File: config.mk
export PLATFORM = sky130hd
export DESIGN_NAME = instr_fetch
export DESIGN_NICKNAME = d
export VERILOG_FILES = /design/src/rtl/instr_fetch.sv
export SDC_FILE = /design/constraint.sdc
export NUM_CORES = 1
export LEC_CHECK = 0
export BUFFER_PORTS_ARGS = -buffer_cell sky130_fd_sc_hd__clkbuf_2
export CAP_MARGIN = 20
export CORE_MARGIN = 4
export CORE_UTILIZATION = 30
export DETAILED_ROUTE_END_ITERATION = 7
export GPL_TIMING_DRIVEN = 0
export PLACE_DENSITY = 0.61
export SYNTH_ARGS = -nofsm -noshare
export SYNTH_HDL_FRONTEND = slang
export SYNTH_SLANG_ARGS = --single-unit
export TNS_END_PERCENT = 1
File: constraint.sdc
create_clock -name clk -period 1.25 [get_ports clk]
set_input_delay 0.25 -clock clk [delete_from_list [all_inputs] [get_ports clk]]
set_output_delay 0.25 -clock clk [all_outputs]
set_load 0.03 [all_outputs]
File: src/rtl/instr_fetch.sv
// Instruction fetch unit: reads 12-bit instructions from memory at pc and
// hands each one downstream through a valid/ready register (K).
//
// state | meaning
// IDLE  | no fetch pending, K not valid; waits for run
// FETCH | mem_req high at pc until mem_ack loads K
// HOLD  | K valid, waits for downstream consume (optional jump)
module instr_fetch #(
    parameter logic [7:0] RESET_PC = 8'h00
) (
    input  logic        clk,
    input  logic        rst,
    input  logic        run,
    output logic        mem_req,
    output logic [7:0]  mem_addr,
    input  logic        mem_ack,
    input  logic [11:0] mem_data,
    output logic [11:0] K,
    output logic        k_valid,
    input  logic        k_ready,
    input  logic        jmp_en,
    input  logic [7:0]  jmp_addr,
    output logic [7:0]  pc
);

    typedef enum logic [1:0] {
        IDLE  = 2'd0,
        FETCH = 2'd1,
        HOLD  = 2'd2
    } state_t;

    state_t      state, state_next;
    logic [7:0]  pc_q, pc_next;
    logic [11:0] k_q, k_next;

    always_ff @(posedge clk or posedge rst) begin
        if (rst) begin
            state <= IDLE;
            pc_q  <= RESET_PC;
            k_q   <= 12'h000;
        end else begin
            state <= state_next;
            pc_q  <= pc_next;
            k_q   <= k_next;
        end
    end

    always_comb begin
        state_next = state;
        pc_next    = pc_q;
        k_next     = k_q;
        case (state)
            IDLE: begin
                if (run) state_next = FETCH;
            end
            FETCH: begin
                if (mem_ack) begin
                    k_next     = mem_data;
                    pc_next    = pc_q + 8'd1;
                    state_next = HOLD;
                end
            end
            HOLD: begin
                // A jump taken at consume replaces the post-fetch increment.
                if (k_ready) begin
                    state_next = run ? FETCH : IDLE;
                    if (jmp_en) pc_next = jmp_addr;
                end
            end
            default: state_next = IDLE;
        endcase
    end

    // Outputs decode straight from the state so reset clears them without a clock.
    assign mem_req  = (state == FETCH);
    assign mem_addr = pc_q;
    assign k_valid  = (state == HOLD);
    assign K        = k_q;
    assign pc       = pc_q;

endmodule

-- Yosys cells after proc, flatten, opt, wreduce, memory -nomap -nowiden
Cells that the tools add are included.
- output and inout port bits: 30
- logic and storage cells: 24
- input port bits: 26
- register bits after elaboration: 22
- mux-type cells: 9
- reductions and logical operators: 5
- add/subtract/negate cells: 1
- eq/ne operators: 6
- operators by type and width (kind ; count):
    8-bit two-way mux ; 3
    8-bit case mux with 2 select lines ; 1
    8-bit by 1-bit adder with 8-bit output (second input constant) ; 1
    2-bit two-way mux ; 3
    2-bit by 1-bit inequality test with 1-bit output (second input constant) ; 3
    2-bit case mux with 3 select lines ; 1
    4-bit AND reduction ; 1
    3-bit AND reduction ; 1
    2-bit by 1-bit equality test with 1-bit output (second input constant) ; 1
    2-bit equality test (second input constant) ; 1
    2-bit zero test ; 1
    2-bit inequality test (second input constant) ; 1
    2-bit AND reduction ; 1
    2-bit nonzero test ; 1
    1-bit two-way mux ; 1

-- Logic depth before layout (Yosys ltp)
- word-level depth: 3
- gate-level depth with buffers: 5
- gate-level depth less buffers: 4

-- Least setup slack after synthesis
OpenSTA, ideal clock, no wires.
- path kind: register to register
- start: register pc_q[3], in the netlist mem_addr[3]
- end: register pc_q[7], in the netlist mem_addr[7]
- cell stages (with the launch flop): 5
- required time: 1.124 ns
- path slack: -0.247 ns
- period minus slack after synthesis: 1.497 ns
- library setup time: 0.126 ns
- path buffers: 1
- data arrival time: 1.371 ns
- path through: dfrtp_1 clkbuf_1 nand4_1 o211a_1 a221o_1
- cells in the longest elaborated chain, start to end: 3
- RTL lines (what ; RTL line ; source):
    start, declared ; 33 ; logic [7:0] pc_q, pc_next;
    start signal, assigned ; 43 ; pc_q <= pc_next;
    8-bit by 1-bit adder with 8-bit output ; 59 ; pc_next = pc_q + 8'd1;
    8-bit two-way mux ; 57 ; if (mem_ack) begin
    8-bit case mux with 2 select lines ; 52 ; case (state)
No other way between the ends. The select of a mux whose other input is x is not followed.
A chain may end at the register's enable or synchronous reset.

-- Final worst setup path
- start: register state[1]
- end: register pc_q[7], in the netlist mem_addr[7]
- cells in the longest elaborated chain, start to end: 3
- elaborated cells between the ends (all ways): 8
- classes of those cells: eq/ne (5); mux (1); reduce/logical (2)
- RTL lines (what ; RTL line ; source):
    start, declared ; 32 ; state_t state, state_next;
    start signal, assigned ; 42 ; state <= state_next;
    2-bit equality test / 2-bit by 1-bit equality test with 1-bit output (equally long branches) ; 52 ;
    2-bit by 1-bit inequality test with 1-bit output (no source line) / 2-bit nonzero test (equally long branches) ; -- ;
    4-bit AND reduction (no source line) ; -- ;
Parallel ways exist; a longest one is shown, timed or not.

==> flow_summary.ini <==
[drt]
drc = 0
routed_via_density = 4.92
vias = 1078
dr.pass1.iters = 4
ant_nets = 0
wire_per_inst_um = 14.2
drtIter0Drc = 39
drt_wl_total_um = 3100

[power_and_ir_drop]
swShare = 0.453
internal_power_mw = 2.62
combPwrFrac = 0.612
seq_power_share = 0.283
p_clk_frac = 0.105
power_mw = 4.79
p_leak_nw = 0.841
p_per_area_nw_per_um2 = 2700
power.switching_mw = 2.17
vdd_drop_max_uv = 1300

[grt]
use_met3 = 0.0323
grt.total_usage = 0.126
grt_max_degree = 23
antenna_found_initial = 0
met1_usage = 0.157
grtUsageMet2 = 0.227
grt-ovfl-total = 0
grt_pass1_vias = 1150
grt_pass1_wl_um = 5290
top_usage_layer = met2

[cts]
clock-sinks = 22
clk_path_buf_depth = 2
clockRootBuffer = clkbuf_8
cts_tree = built
clock_latency_ns = 0.26
h-tree-depth = 1
holdBufCountCts = 0
clk_pin_slew_ns = 0.08
numCtsBuffers = 3

[critical_path]
critPathMaxStageDelay_ns = 0.38
cp-end-kind = flip-flop
cp_max_fo = 8
crit_chain = buf_6 -> nand3b_1 -> and2_4 -> a221o_1
slowest_stage = dfrtp_1
critPathLaunchType = flip-flop
crit_arrival_ns = 1.55
worst-path-buf-inv = 1
crit_type = reg -> reg
crit_required_ns = 1.40
cp_top_family = simple AND/OR/NAND/NOR gates

[timing]
holdWs_ns = 0.129
skew_ns = 0.00257
max_freq_mhz = 710
slew_headroom = 0.442
worst_pin_slew_ns = 0.837
min_period_ns = 1.41
grt_setup_unrepaired = true
fin_crit_sh = 1.13
final.setup.worst_slack_ns = -0.158
maxSlewViolCount = 0
final_hold_viol_count = 0
setup_viol = 22

[synth]
synth_fp_nets = 132
yosysSeqAreaShare = 0.459
syn-cell-area_um2 = 1200
avgSynthCellArea_um2 = 11.4
synth-seq-cells = 22
ys_types = 36
synth_cells = 105
yosysWarnings = 0

[finish]
drive_gt1_frac = 0.637
area_growth_pct = 47.8
insertedDiodeCount = 0
final_nets = 199
layout_commonest_cell = clkbuf_2
stdcell_area_um2 = 1770
layout_common_cells = 45 x clkbuf_2, 16 x buf_6, 15 x dfrtp_1

[placement]
hpwl_um = 2290
place_congestion = 0.823
placement.io_buffers = 55
placed_cell_area_um2 = 1540

[die]
coreArea_um2 = 3770
die-area_um2 = 5080
dieHeight_um = 71.2
die_x_um = 71.2
initial_core_util = 0.318
io_pins = 56
rows = 22

[hold_path]
hold_path_class = in -> async

[outcome]
status = complete, but fails checks
violations = setup timing

[job]
drv_cap = 0
-- layout make-up --
class | count | area [um^2]
Buffer | 14 | 133
Clock buffer | 4 | 55.1
Fill cell | 364 | 2000
Inverter | 5 | 21.3
Multi-Input combinational cell | 63 | 543
Sequential cell | 22 | 559
Tap cell | 48 | 60.1
Timing Repair Buffer | 63 | 402
-- synth_stat cells (all sizes together) --
cell type	n	share of area
o31a	1	0.0073
nand4	2	0.010
nand3b	3	0.019
inv	5	0.016
nor3b	3	0.019
nor4	1	0.0052
a211oi	1	0.0063
nand2b	1	0.0073
ha	1	0.010
mux2	13	0.12
o211a	1	0.0083
a31oi	2	0.010
o22a	3	0.022
clkbuf	1	0.0031
nand2	2	0.0063
buf	14	0.088
mux2i	1	0.0083
o21ai	4	0.017
nand4b	2	0.027
nor2b	1	0.0052
o2bb2ai	1	0.0073
and2	1	0.0073
a221oi	1	0.0073
a22oi	2	0.013
a2bb2oi	1	0.0073
a221o	1	0.0083
o41a	1	0.0094
nor3	1	0.0042
and3	2	0.010
nand3	6	0.025
dfrtp	22	0.46
o211ai	4	0.025
-- worst reg2reg max path: stages, from the launching register on --
cell and delay (ns):
dfrtp_1 0.38, buf_6 0.14, nand3b_1 0.24, and2_4 0.23, a221o_1 0.31
-- cell families (layout without fill, tap and decap cells) --
group / count (synthesis) / count (layout) / synth area share
compound gates: 23 / 23 / 0.148
fa+ha+maj: 1 / 1 / 0.0104
buf+inv: 20 / 86 / 0.106
flops: 22 / 22 / 0.459
mux: 14 / 14 / 0.130
simple gates: 25 / 25 / 0.146
-- final timing paths --
| kind | from | slack, ns | depth (start not counted) | to |
|---|---|---|---|---|
| max in group asynchronous | rst | 0.55 | 2 | mem_addr[2]$_DFFE_PP0P_ |
| worst max register to register | state[1]$_DFFE_PP0P_ | -0.16 | 4 | mem_addr[7]$_DFFE_PP0P_ |
| worst max-delay path | state[1]$_DFFE_PP0P_ | -0.16 | 4 | mem_addr[7]$_DFFE_PP0P_ |
| worst min-delay path | rst | 0.13 | 2 | K[0]$_DFFE_PP0P_ |
| worst min register to register | K[4]$_DFFE_PP0P_ | 0.51 | 1 | K[4]$_DFFE_PP0P_ |
| min in group clk | mem_data[3] | 0.22 | 2 | K[3]$_DFFE_PP0P_ |
-- metrics by stage --
stage / setup TNS (ns) / setup slack, ns / util / cells
global placement: -2.72 / -0.198 / 0.408 / 208
floorplan: -0.944 / -0.126 / - / 105
finish: -2.26 / -0.158 / 0.470 / 219
global route: -3.32 / -0.197 / 0.470 / 219
CTS: -1.94 / -0.150 / 0.464 / 219
detailed placement: -3.01 / -0.194 / 0.408 / 208
-- timing repair --
item | in CTS | in global routing
endpoints found under the setup margin | 32 | 32
pin swaps | 6 | 3
setup buffers | 8 | 0
resized for setup | 32 | 10
-- power groups by stage --
stage	Clock (mW)	Sequential (mW)	Combinational, mW
after CTS	0.518	1.35	2.90
after detailed placement	0	1.34	2.55
after global routing	0.545	1.41	3.14
final	0.501	1.36	2.93
after global placement	0	1.31	2.52
after floorplan	0	1.89	1.30
-- metal layers --
layer | share of wire | up-vias
li1 | - | 513
met1 | 0.41 | 518
met2 | 0.51 | 47
met3 | 0.080 | 0
met4 | 0 | 0
met5 | 0 | -
-- registers in the layout, indices dropped and copies added (netlist names) --
register and count:
K 12, mem_addr 8, state 2
Power figures use the tool's default switching activity.
